`config.mk`:
```
export PLATFORM = sky130hd
export DESIGN_NAME = logic_unit_arbiter
export DESIGN_NICKNAME = d
export VERILOG_FILES = /design/src/rtl/logic_unit_arbiter.sv
export SDC_FILE = /design/constraint.sdc
export NUM_CORES = 1
export LEC_CHECK = 0
export ABC_AREA = 0
export CAP_MARGIN = 20
export CORE_ASPECT_RATIO = 1.2
export CORE_MARGIN = 2
export CORE_UTILIZATION = 50
export CTS_BUF_LIST = sky130_fd_sc_hd__clkbuf_4
export CTS_CLUSTER_SIZE = 16
export DETAILED_ROUTE_END_ITERATION = 7
export PLACE_DENSITY = 0.83
export SYNTH_ARGS = -nofsm -noshare
export SYNTH_HDL_FRONTEND = slang
export SYNTH_SLANG_ARGS = --single-unit
```
`constraint.sdc`:
```
create_clock -name clk -period 5.4 [get_ports clk]
set_clock_uncertainty 0.05 [all_clocks]
set_input_delay 1.62 -clock clk [delete_from_list [all_inputs] [get_ports clk]]
set_output_delay 1.62 -clock clk [all_outputs]
set_load 0.05 [all_outputs]
```
`src/rtl/logic_unit_arbiter.sv`:
```
// Two-requester arbiter sharing one WIDTH-bit bitwise logic unit (AND/OR/NOR/XOR).
// Round-robin grant in IDLE, one EXEC cycle to compute, RESP held until the
// granted requester acknowledges.
module logic_unit_arbiter #(
    parameter int unsigned WIDTH = 32
) (
    input  logic               clk,
    input  logic               rst_n,
    input  logic [1:0]         req_valid,
    input  logic [3:0]         req_op,
    input  logic [2*WIDTH-1:0] req_a,
    input  logic [2*WIDTH-1:0] req_b,
    output logic [1:0]         req_ready,
    output logic [1:0]         resp_valid,
    output logic [WIDTH-1:0]   resp_data,
    input  logic [1:0]         resp_ack,
    output logic               busy,
    output logic [7:0]         done_cnt
);

    typedef enum logic [1:0] {StIdle, StExec, StResp} state_e;

    state_e           state_q;
    logic             grant_q;
    logic             last_grant_q;
    logic [1:0]       op_q;
    logic [WIDTH-1:0] a_q;
    logic [WIDTH-1:0] b_q;
    logic [WIDTH-1:0] result_q;
    logic [1:0]       resp_valid_q;
    logic [7:0]       done_q;

    logic             win;
    logic [1:0]       win_op;
    logic [WIDTH-1:0] win_a;
    logic [WIDTH-1:0] win_b;
    logic [WIDTH-1:0] alu_out;

    // Round-robin winner: on contention the requester that was not served last wins
    always_comb begin
        win = req_valid[1];
        if (req_valid == 2'b11) begin
            win = ~last_grant_q;
        end
    end

    assign win_op = win ? req_op[3:2]          : req_op[1:0];
    assign win_a  = win ? req_a[2*WIDTH-1:WIDTH] : req_a[WIDTH-1:0];
    assign win_b  = win ? req_b[2*WIDTH-1:WIDTH] : req_b[WIDTH-1:0];

    // Ready strobe only for the winner, only in IDLE; gated by rst_n so reset clears it at once
    always_comb begin
        req_ready = 2'b00;
        if (rst_n && (state_q == StIdle) && (|req_valid)) begin
            req_ready[win] = 1'b1;
        end
    end

    // Shared bitwise logic unit on the registered operands
    always_comb begin
        alu_out = '0;
        unique case (op_q)
            2'b00: alu_out = a_q & b_q;
            2'b01: alu_out = a_q | b_q;
            2'b10: alu_out = ~(a_q | b_q);
            2'b11: alu_out = a_q ^ b_q;
            default: alu_out = '0;
        endcase
    end

    // Control FSM with registered operands, result, response strobe and completion count
    always_ff @(posedge clk or negedge rst_n) begin
        if (!rst_n) begin
            state_q      <= StIdle;
            grant_q      <= 1'b0;
            last_grant_q <= 1'b1;
            op_q         <= 2'b00;
            a_q          <= '0;
            b_q          <= '0;
            result_q     <= '0;
            resp_valid_q <= 2'b00;
            done_q       <= 8'd0;
        end else begin
            unique case (state_q)
                StIdle: begin
                    if (|req_valid) begin
                        grant_q <= win;
                        op_q    <= win_op;
                        a_q     <= win_a;
                        b_q     <= win_b;
                        state_q <= StExec;
                    end
                end
                StExec: begin
                    result_q     <= alu_out;
                    resp_valid_q <= grant_q ? 2'b10 : 2'b01;
                    state_q      <= StResp;
                end
                StResp: begin
                    // Ack on the other bit is ignored; only the granted requester can retire
                    if (resp_ack[grant_q]) begin
                        resp_valid_q <= 2'b00;
                        last_grant_q <= grant_q;
                        done_q       <= done_q + 8'd1;
                        state_q      <= StIdle;
                    end
                end
                default: state_q <= StIdle;
            endcase
        end
    end

    assign resp_valid = resp_valid_q;
    assign resp_data  = result_q;
    assign busy       = (state_q != StIdle);
    assign done_cnt   = done_q;

endmodule

```
# Word-level counts from Yosys, hierarchy flattened
# Cells that the tools add are included.
[op_classes] addsub=1 n_lt_le_gt_ge=3 eq_ne=8 muxes=15 bitwise=5 n_reduce_logical=12
[op_table] op="$pmux W32 S4" n=1
[op_table] op="$mux W32" n=2
[op_table] op="$and A32 B32 Y32" n=1
[op_table] op="$not A32 Y32" n=1
[op_table] op="$or A32 B32 Y32" n=1
[op_table] op="$xor A32 B32 Y32" n=1
[op_table] op="$mux W2" n=5
[op_table] op="$add A8 B1 Y8 const B" n=1
[op_table] op="$eq A2 B2 Y1 const B" n=4
[op_table] op="$reduce_and A2 Y1" n=4
[op_table] op="$pmux W2 S3" n=1
[op_table] op="$eq A2 B1 Y1 const B" n=2
[op_table] op="$logic_not A2 Y1" n=2
[op_table] op="$lt A1 B2 Y1 const B" n=2
[op_table] op="$mux W1" n=4
[op_table] op="$pmux W2 S2" n=1
[op_table] op="$reduce_bool A2 Y1" n=2
[op_table] op="$logic_and A1 B1 Y1" n=3
[op_table] op="$ne A2 B1 Y1 const B" n=1
[op_table] op="$ne A2 B2 Y1 const B" n=1
[op_table] op="$reduce_or A2 Y1" n=1
[op_table] op="$demux W1 S1" n=1
[op_table] op="$ge A1 B1 Y1 const B" n=1
[op_table] op="$not A1 Y1" n=1
[word_totals] regBits=112 input_bits=138 output_inout_bits=45 elab_cells=53

# Longest topological paths before layout
[logic_depth] ltp_word=7 ltp_mapped=6 depth_no_buf=5

# Worst setup path after synthesis
# No wires, ideal clock.
[synth_path] path_type="input -> output" from="in req_valid[1]" to="out req_ready[0]" t_arrival_ps=2697 t_required_ps=3730 path_slack_ps=1033 cell_stages=5 n_path_buf=3 path_cell_list="a21boi_2 > buf_4 > buf_6 > buf_6 > and3b_1"
[synth_between] elab_chain_cells=7 word_cells_on_any_way=10
[synth_rtl] element="start: declaration" line_no="9" text="input logic [1:0] req_valid,"
[synth_rtl] element="$eq A2 B2 Y1" line_no="42" text="if (req_valid == 2'b11) begin"
[synth_rtl] element="$mux W1" line_no="42"
[synth_rtl] element="$lt A1 B2 Y1 (not written as such) / $ge A1 B1 Y1 (equally long branches)" line_no="55" text="req_ready[win] = 1'b1;"
[synth_rtl] element="$logic_and A1 B1 Y1 (not written as such)" line_no="55"
[synth_rtl] element="$mux W1 (not written as such)" line_no="55"
[synth_rtl] element="$demux W1 S1" line_no="55"
[synth_rtl] element="$mux W2 (*)" line_no="54" text="if (rst_n && (state_q == StIdle) && (|req_valid)) begin"
[synth_rtl] element="end: declaration" line_no="13" text="output logic [1:0] req_ready,"
# Mark *: on every way between the ends. The rest lies on a longest branch, timed or not.

# Final worst setup path
# Same ends and word-level chain as after synthesis.

==> results by group <==
Status
  • Status: finished, final reports clean

Logic synthesis
  • Synth Cell Area: 7210 µm²
  • Synthesis warning total: 0
  • Cells after synthesis: 682
  • #FFs+latches synth: 112
  • Seq/Total Area, Yosys: 38.9%
  • Post-synth net total: 885
  • Library cells used by synthesis: 35
  • Post-Syn Area per Cell: 10.6 µm²

Floorplanning
  • Row cnt: 48
  • Die height: 136 µm
  • Starting Density: 50.7%
  • Ports: 183
  • DIE AREA: 15400 µm²
  • Core box area: 14200 µm²
  • Die width: 114 µm

STA
  • Setup TNS: 0 ns
  • Slew HR: 48.6%
  • Setup ws final: 0.979 ns
  • Tightest Pin Transition: 0.771 ns
  • Fmax achieved: 0.226 GHz
  • Final Setup Violations: 0
  • Unrepaired setup endpoints after global routing: no
  • Hold_ws: 0.433 ns
  • Final Hold Viols: 0
  • Pins Over Slew Limit: 0
  • Tmin final: 4.42 ns
  • Final period util: 81.9%

Clock tree
  • Post-CTS setup buffers: 0
  • Clock tree root buffer cell: clkbuf_4
  • CTS tree: yes
  • TritonCTS buffer count: 9
  • Post-CTS sizing: 0
  • Clk Latency, worst-skew pair: 0.46 ns
  • H-tree depth: 3
  • Cts hold-fix bufs: 0
  • Clock Path Buffers: 2
  • Clock Sinks: 112
  • Clock transition at the registers of the reported paths: 0.16 ns

Worst hold path
  • Hold Startpoint: done_cnt[7]$_DFFE_PN0P_
  • HP Class: flip-flop to flip-flop
  • Hold Path Stages: 1
  • Worst hold endpoint: done_cnt[7]$_DFFE_PN0P_

Place
  • Hpwl dp: 11.6 mm
  • Placed cell area: 9040 µm²
  • Setup slack at placement: 0.979 ns
  • RD Place Congestion: 0.763
  • Port-buffer cells: 182
  • Post-Place Cells: 1004

Routing
  • Post-route ant nets: 0
  • Wire length on met2: 8.56 mm
  • DR iter-0 viols: 176
  • DR pass1 iterations: 4
  • WL final: 15.9 mm
  • Wire length per cell: 15.5 µm
  • Mean number of vias per cell: 5.25
  • Top Metal Used: met4
  • Via Count: 5375
  • Met3 wire len: 542 µm
  • # DRC: 0
  • Met1 Routed Length: 6.51 mm

Final layout
  • Final non-filler cell total: 1023
  • # fillers: 1168
  • Nets@finish: 1045
  • Most common cell after layout, fill and taps aside: clkdlybuf4s50_1
  • Area grow syn2layout: 27.5%
  • Final instance area: 9190 µm²
  • Share of cells above drive strength 1: 4.72%
  • Most frequent cells in the layout: 179 x clkdlybuf4s50_1, 161 x mux2i_1, 109 x dfrtp_1, 67 x inv_1, 65 x ha_1

Power
  • Reg power frac: 31.7%
  • Fraction of power spent switching nets: 46.5%
  • LEAKAGE: 4.41 nW
  • Pwr/cell area: 555 nW/µm²
  • Peak VDD IR: 0.510 mV
  • Clock network power share: 7.2%
  • Psw: 2.37 mW
  • Combinational Power Share: 61.0%
  • Int Power: 2.73 mW

Global routing
  • Tot GR Track Use: 20.8%
  • Vias in the first global route: 5603
  • Largest net degree at the start of global routing: 98
  • Initial antenna violation count: 1
  • Global-route wire length before repair: 25.9 mm
  • Gr ovfl total: 0

Worst setup path
  • Startpoint Class: input port
  • FF-to-FF setup slack: 2.82 ns
  • Crit path max fanout: 4
  • Crit end category: primary output
  • Critical Path RT: 3.73 ns
  • Critical path type: input port to primary output
  • Worst R2R Path Depth: 5
  • Reg-to-reg startpoint: state_q[1]$_DFFE_PN0P_
  • FF-to-FF End: op_q[0]$_DFFE_PN0P_
  • Crit path DAT: 2.75 ns

Flow run
  • Max Cap Viol: 0
-- cells in the mapped netlist --
library cell | n | share of area (%)
a21boi_2 | 1 | 0.16
and4bb_2 | 1 | 0.17
buf_2 | 4 | 0.28
mux2i_1 | 161 | 22
o21a_1 | 1 | 0.10
and2_1 | 31 | 2.7
buf_4 | 11 | 1.1
inv_1 | 67 | 3.5
a21oi_1 | 1 | 0.069
o22ai_1 | 2 | 0.17
nor3_1 | 34 | 2.4
ha_1 | 65 | 11
and3_1 | 2 | 0.17
dfrtp_1 | 111 | 39
xor2_1 | 5 | 0.61
o21ai_0 | 2 | 0.14
nor2b_1 | 64 | 5.6
nand3b_1 | 2 | 0.21
buf_6 | 9 | 1.4
nand4_1 | 1 | 0.087
nor2_2 | 2 | 0.17
nand2b_1 | 2 | 0.17
clkbuf_1 | 16 | 0.83
o31ai_1 | 32 | 3.3
mux2_2 | 6 | 0.94
and4b_1 | 1 | 0.14
nand2_1 | 36 | 1.9
dfstp_2 | 1 | 0.36
xnor2_1 | 2 | 0.24
buf_8 | 2 | 0.42
and2_0 | 1 | 0.087
a31oi_1 | 1 | 0.087
and3b_1 | 1 | 0.12
nor2_1 | 2 | 0.10
nand3_1 | 2 | 0.14
-- routing by layer --
layer,global-route usage [%],vias to the layer above
met5,0,-
met4,7.05,0
met3,2.33,16
met2,39.2,120
met1,24.4,2631
li1,-,2608
-- sequential cells by signal, indices dropped and copies added, names as in the netlist --
register and count:
op_q 2, a_q 32, last_grant_q 1, state_q 2, b_q 32, resp_valid 2
grant_q 1, resp_data 32, done_cnt 8
-- power by group through the flow --
stage          registers [mW]  clock network, mW  logic (mW)
3_3_place_gp             1.70                  0        2.81
6_report                 1.62              0.369        3.11
2_1_floorplan            1.99                  0        1.92
3_5_place_dp             1.74                  0        3.00
4_1_cts                  1.72              0.382        3.01
5_1_grt                  1.68              0.411        3.44
-- through the flow --
stage          util (%)  power (mW)
3_5_place_dp       63.5        4.74
5_1_grt            64.6        5.53
2_1_floorplan         -        3.91
4_1_cts            64.2        5.12
3_3_place_gp       63.5        4.51
6_report           64.6        5.10
-- area by class of cell --
class	count	area, µm²	area share [%]
Antenna cell	1	2.50	0.0272
Clock buffer	11	82.6	0.898
Clock inverter	5	23.8	0.259
Inverter	67	251	2.74
Multi-Input combinational cell	461	3880	42.2
Sequential cell	112	2810	30.6
Tap cell	175	219	2.38
Timing Repair Buffer	191	1930	21.0
-- critical path, cell delays in order --
cell	delay (ns)
clkdlybuf4s50_1	0.51
a21boi_4	0.22
and3b_1	0.21
buf_4	0.19
-- logic make-up (layout without fill, tap and decap cells) --
logic type / count (synthesis) / after routing / synth area share (%)
fa+ha+maj: 65 / 65 / 11.3
compound gates: 40 / 40 / 4.06
other cells: 0 / 1 / 0
xor+xnor: 7 / 7 / 0.850
mux: 167 / 167 / 23.3
buf+inv: 109 / 274 / 7.57
flops: 112 / 112 / 38.9
simple gates: 182 / 182 / 14.1
-- worst max path at each step --
stage                      start           end  slack (ns)  depth (start not counted)
global placement    req_valid[1]  req_ready[0]        1.02                          4
finish              req_valid[1]  req_ready[0]        0.98                          4
CTS                 req_valid[1]  req_ready[0]        0.97                          4
detailed placement  req_valid[1]  req_ready[0]        0.98                          4
floorplan           req_valid[1]  req_ready[0]        1.03                          5
global route        req_valid[1]  req_ready[0]        0.94                          4
(Power assumes the default switching activity.)
